### src/rtl/button_pkg.sv
// Shared types and constants for the button event decoder and its input stages.
package button_pkg;

  typedef enum logic [2:0] {
    IDLE,
    PRESSED,
    LONG_HELD,
    WAIT_GAP,
    SECOND_HELD
  } state_t;

  // Defaults for a 12 MHz clk
  localparam int LONG_CYCLES_DEF   = 12_000_000;
  localparam int GAP_CYCLES_DEF    = 3_600_000;
  localparam int REPEAT_CYCLES_DEF = 2_400_000;

  function automatic int max3(input int a, input int b, input int c);
    int m;
    m = (a > b) ? a : b;
    return (m > c) ? m : c;
  endfunction

endpackage

### src/rtl/button_event_decoder_edge_detect.sv
// Registered copy of a synchronous level plus combinational rise/fall strobes.
module edge_detect (
  input  logic clk,
  input  logic reset,
  input  logic d,
  output logic q,
  output logic rise,
  output logic fall
);

  always_ff @(posedge clk or posedge reset) begin
    if (reset) q <= 1'b0;
    else       q <= d;
  end

  // q resets low, so a level already high out of reset reads as a rise
  assign rise = d & ~q;
  assign fall = ~d & q;

endmodule

### src/rtl/button_event_decoder.sv
// Turns a debounced button level into press/short/long/double/auto-repeat pulses.
// The auto-repeat port is repeat_pulse because repeat is a reserved word.
//
// state       | meaning
// IDLE        | button released, nothing pending
// PRESSED     | first press held, timing toward long press
// LONG_HELD   | long press reported, emitting auto-repeat
// WAIT_GAP    | first press released, waiting for a second press
// SECOND_HELD | second press of a double click still held
module button_event_decoder
  import button_pkg::*;
#(
  parameter int LONG_CYCLES   = LONG_CYCLES_DEF,
  parameter int GAP_CYCLES    = GAP_CYCLES_DEF,
  parameter int REPEAT_CYCLES = REPEAT_CYCLES_DEF
) (
  input  logic clk,
  input  logic reset,
  input  logic btn,
  output logic press,
  output logic short_press,
  output logic long_press,
  output logic repeat_pulse,
  output logic double_click
);

  localparam int CW = $clog2(max3(LONG_CYCLES, GAP_CYCLES, REPEAT_CYCLES) + 1);
  localparam logic [CW-1:0] LONG_TC = CW'(LONG_CYCLES - 1);
  localparam logic [CW-1:0] GAP_TC  = CW'(GAP_CYCLES - 1);
  localparam logic [CW-1:0] REP_TC  = CW'(REPEAT_CYCLES - 1);
  localparam logic [CW-1:0] CNT_MAX = '1;

  if (LONG_CYCLES < 2 || GAP_CYCLES < 2 || REPEAT_CYCLES < 2) begin : g_param_check
    $error("button_event_decoder: every cycle parameter must be at least 2");
  end

  logic btn_q, rise, fall;
  state_t state;
  logic [CW-1:0] cnt;

  edge_detect u_edge (
    .clk   (clk),
    .reset (reset),
    .d     (btn),
    .q     (btn_q),
    .rise  (rise),
    .fall  (fall)
  );

  always_ff @(posedge clk or posedge reset) begin
    if (reset) begin
      state        <= IDLE;
      cnt          <= '0;
      press        <= 1'b0;
      short_press  <= 1'b0;
      long_press   <= 1'b0;
      repeat_pulse <= 1'b0;
      double_click <= 1'b0;
    end else begin
      press        <= 1'b0;
      short_press  <= 1'b0;
      long_press   <= 1'b0;
      repeat_pulse <= 1'b0;
      double_click <= 1'b0;
      cnt          <= (cnt == CNT_MAX) ? cnt : cnt + 1'b1;

      unique case (state)
        IDLE: begin
          if (rise) begin
            press <= 1'b1;
            state <= PRESSED;
            cnt   <= '0;
          end
        end
        PRESSED: begin
          // a release on the terminal-count cycle still counts as a short press
          if (fall) begin
            state <= WAIT_GAP;
            cnt   <= '0;
          end else if (cnt == LONG_TC && btn) begin
            long_press <= 1'b1;
            state      <= LONG_HELD;
            cnt        <= '0;
          end
        end
        LONG_HELD: begin
          if (fall) begin
            state <= IDLE;
            cnt   <= '0;
          end else if (cnt == REP_TC) begin
            repeat_pulse <= 1'b1;
            cnt          <= '0;
          end
        end
        WAIT_GAP: begin
          if (rise) begin
            press        <= 1'b1;
            double_click <= 1'b1;
            state        <= SECOND_HELD;
            cnt          <= '0;
          end else if (cnt == GAP_TC) begin
            short_press <= 1'b1;
            state       <= IDLE;
            cnt         <= '0;
          end
        end
        SECOND_HELD: begin
          if (fall) begin
            state <= IDLE;
            cnt   <= '0;
          end
        end
        default: begin
          state <= IDLE;
          cnt   <= '0;
        end
      endcase
    end
  end

endmodule
### config.mk
export PLATFORM = sky130hd
export DESIGN_NAME = button_event_decoder
export DESIGN_NICKNAME = d
export VERILOG_FILES = /design/src/rtl/button_pkg.sv /design/src/rtl/button_event_decoder_edge_detect.sv /design/src/rtl/button_event_decoder.sv
export SDC_FILE = /design/constraint.sdc
export NUM_CORES = 1
export LEC_CHECK = 0
export CAP_MARGIN = 20
export CELL_PAD_IN_SITES_DETAIL_PLACEMENT = 1
export CELL_PAD_IN_SITES_GLOBAL_PLACEMENT = 2
export CORE_MARGIN = 2
export CORE_UTILIZATION = 39
export CTS_CLUSTER_DIAMETER = 50
export DETAILED_ROUTE_END_ITERATION = 16
export PLACE_DENSITY = 0.83
export SLEW_MARGIN = 10
export SYNTH_ARGS = -nofsm -noshare
export SYNTH_HDL_FRONTEND = slang
export SYNTH_SLANG_ARGS = --single-unit
### constraint.sdc
create_clock -name clk -period 2.4 [get_ports clk]
set_clock_uncertainty 0.05 [all_clocks]
set_input_delay 0.24 -clock clk [delete_from_list [all_inputs] [get_ports clk]]
set_output_delay 0.24 -clock clk [all_outputs]
set_load 0.03 [all_outputs]
==> impl.org <==
** Floorplan
- Starting density of the core :: a little over 40%
- In this run the vertical extent of the chip is about 77 um.
- Total Die Area :: approximately 5900 um2
- Core box area :: between 5000 and 6000 um2
- In this run the horizontal extent of the chip is ~77 um.
- In this run the count of I/O pins placed on the die edge is 8.
- Row count :: 26

** Critical path
- Nature of the critical path startpoint :: register
- Critical path buffers and inverters :: 1
- STA puts the critical path data required time at 2.51 ns.
- The worst setup path is captured at a register.
- Maximum fanout along the worst path :: 13
- For this run, the slowest stage of the critical path takes roughly 0.55 ns.
- Kind of cell with the highest combined delay on the critical path :: simple AND/OR/NAND/NOR gates
- Register-to-Register Setup Slack :: 0.17 ns
- Data on the critical path arrives at its endpoint at roughly 2.3 ns.
- Traced cell by cell, the critical path runs through or4b_4, nor4_4, a21oi_2, nor3_4, buf_4, a22oi_1.
- Standard cell with the maximum stage delay on the critical path :: sky130_fd_sc_hd__or4b_4
- Setup CP Type :: register to register

** Yosys
- Post-Syn Nets :: roughly 220
- Number of standard cells after synthesis :: roughly 210
- EDFF count, synth :: 0
- Most used flip-flop cell after synthesis :: sky130_fd_sc_hd__dfrtp_1
- Number of library cell types mapped by synthesis :: just under 50
- In the synthesized netlist the async set-or-reset flop fraction comes to 100%.
- Sequential area share after synthesis :: around two fifths
- Number of synthesized register bits :: 33
- The average instance in the mapped netlist occupies 9.75 um2.
- YS warnings :: 0
- Netlist Area Pre-Place :: between 2000 and 2500 um2

** CTS
- Maximum root-to-sink buffer count :: 2
- The number of setup buffers added after CTS is 0.
- After clock tree synthesis, the clock-pin slew on the worst setup and hold paths is about 0.07 ns.
- Buffers inserted to repair hold after CTS numbered 0.
- Clock latency on the worst-skew pair, taken at its later pin, is 0.28 ns.
- Total clock sinks :: 33
- Post-cts gate resize count :: 0
- In this run the number of H-tree levels came out at 2.
- The root buffer cell chosen for the clock tree is sky130_fd_sc_hd__clkbuf_8.
- TritonCTS Buffers :: 5
- TritonCTS built the clock tree.

** STA
- Achievable frequency :: roughly 450 MHz
- RSZ-0062 raised after global routing :: no
- The worst pin sits at a relative slew slack of between 60% and 70%.
- The total count of max-transition violations in the final report is 0.
- Final critical delay including setup and external delays :: around 2.2 ns
- Period utilisation layout :: 92.9%
- At the pin with the least slew margin, the transition time is approximately 0.50 ns.
- The number of hold-slack violations in the final timing report is 0.
- Setup violations remaining at the end of the flow were counted as 0.
- Final-layout setup total negative slack :: 0 ns

** Global routing
- Number of antenna violations at the first check in global routing :: 0
- For this run the aggregate overflow at the end of global routing stands at 0.
- All-Layer GR Usage :: a little over 20%
- The first global-routing pass estimated 9600 um of wire.
- The via count of the first global-routing pass was approximately 1900.
- Maximum number of pins on one net before global-route repair :: 34

** Cells and area
- Share of post-route cells with drive strength above 1 :: a little over a fifth
- The library cell used most frequently in the layout, excluding fill and tap cells, is sky130_fd_sc_hd__dfrtp_1.
- Layout fillers :: around 610
- Top library cells by usage in the layout, fill and taps aside :: 33 x sky130_fd_sc_hd__dfrtp_1, 18 x sky130_fd_sc_hd__buf_4, 16 x sky130_fd_sc_hd__xnor2_1, 15 x sky130_fd_sc_hd__nand3_1, 15 x sky130_fd_sc_hd__a21oi_1
- Area overhead of the layout relative to synthesis :: 14.9%
- The number of antenna diodes in the final layout is 0.
- At the end of the flow, the number of nets in the layout was around 230.
- The count of cells in the finished layout, fillers not included, comes to 300.

** Placed design
- Post-detailed-placement half-perimeter wirelength :: around 4000 um
- Routability congestion estimate :: 0.794
- IO buf count :: 7
- In this run, placement finished with an instance count of about 300.

** Routing
- Before antenna repair, the detailed router went through 4 iterations.
- The first routing iteration left 90 violations.
- Wirelength, routed :: approximately 5600 um
- In the routed design, unresolved DRC markers number 0.
- Antenna violation net count after detailed routing :: 0
- Number of vias in the routed layout :: 1745
- After detailed routing, the number of vias per cell comes to 5.82.
- Wirelength per Cell :: 18.7 um

** Run
- Count of max-cap constraint violations :: 0

** Power and ir drop
- Design Power :: approximately 1.7 mW
- Maximum VDD drop :: ~300 uV
- Cell leakage power :: approximately 0.88 nW
- Power spread over the standard cell area amounts to between 700 and 800 nW/um2.

** Run status
- Outcome :: finished, final reports clean

** Worst hold path
- Min-delay worst type :: input pin to async pin
## report_power, final
group / switching [mW] / internal, mW
Clock: 0.203 / 0.259
Sequential: 0.0900 / 0.605
Combinational: 0.368 / 0.200
Total: 0.661 / 1.06
## layout make-up
cell class | instances | area [um2] | share of cell area [%]
multi-input cells | 158 | 1120 | 47.0
flip-flops and latches | 33 | 826 | 34.8
repair buffers | 26 | 225 | 9.48
clock buffers | 7 | 96.3 | 4.06
well taps | 70 | 87.6 | 3.69
inverters | 5 | 18.8 | 0.790
clock inverters | 1 | 5.00 | 0.211
## logic make-up after synthesis
kind of cell | count (synthesis) | synth area share (%)
compound gates | 52 | 17.9
buf+inv | 21 | 6.05
simple gates | 84 | 26.4
xor+xnor | 17 | 7.20
mux | 4 | 1.94
flops | 33 | 40.0
fa+ha+maj | 1 | 0.605
## metal layers
layer | global-route usage, % | routed length, um | up-vias | share of wire [%]
met5 | 0 | 0 | - | 0
met4 | 7.27 | 30 | 0 | 0.54
met3 | 4.12 | 152 | 2 | 2.7
met2 | 35.5 | 2950 | 24 | 53
met1 | 25.6 | 2460 | 893 | 44
li1 | - | - | 826 | -
## flip-flops by register name (all words and copies together) (netlist names)
register,cells
double_click,1
long_press,1
press,1
cnt,24
repeat_pulse,1
state,3
u_edge.q,1
short_press,1
## path summary, 6_finish.rpt
kind,to,cells past startpoint,start
max in group asynchronous,cnt[13]$_DFF_PP0_,3,reset
hold / removal,cnt[6]$_DFF_PP0_,3,reset
min in group clk,u_edge.q$_DFF_PP0_,1,btn
hold reg to reg,cnt[1]$_DFF_PP0_,2,cnt[1]$_DFF_PP0_
setup / recovery,cnt[6]$_DFF_PP0_,6,cnt[19]$_DFF_PP0_
setup reg to reg,cnt[6]$_DFF_PP0_,6,cnt[19]$_DFF_PP0_
## stage by stage
step | hold slack [ns] | instance area (um2) | utilization, % | setup WS [ns]
after floorplan | 0.221 | 2070 | - | 0.237
after global placement | 0.530 | 2270 | 44.5 | 0.233
after detailed placement | 0.555 | 2270 | 44.5 | 0.180
after CTS | 0.317 | 2370 | 46.5 | 0.165
after global routing | 0.367 | 2370 | 46.5 | 0.0656
final | 0.301 | 2370 | 46.5 | 0.170
## cell usage after synthesis (3+ instances only)
cell                        n  area share [%]
sky130_fd_sc_hd__nor3_1     3            0.73
sky130_fd_sc_hd__nor2_1    12             2.2
sky130_fd_sc_hd__buf_4      3             1.1
sky130_fd_sc_hd__a31oi_1    4             1.2
sky130_fd_sc_hd__nand3_1   15             3.6
sky130_fd_sc_hd__nand2_1   12             2.2
sky130_fd_sc_hd__nor4_1     6             1.8
sky130_fd_sc_hd__a21oi_2   11             4.7
sky130_fd_sc_hd__a22oi_1    4             1.5
sky130_fd_sc_hd__inv_1      5            0.91
sky130_fd_sc_hd__xnor2_1   16             6.8
sky130_fd_sc_hd__a211oi_1   4             1.5
sky130_fd_sc_hd__clkbuf_1   7             1.3
sky130_fd_sc_hd__a311oi_1   9             3.8
sky130_fd_sc_hd__a21oi_1   15             3.6
sky130_fd_sc_hd__nand4_1    7             2.1
sky130_fd_sc_hd__dfrtp_1   33              40
sky130_fd_sc_hd__or4_1      4             1.5
sky130_fd_sc_hd__mux2i_1    4             1.9
## tightest hold or removal path, delay by kind of cell
kind,cells,cell delay [ns]
buffers and inverters,3,0.82
(Power assumes the default switching activity.)
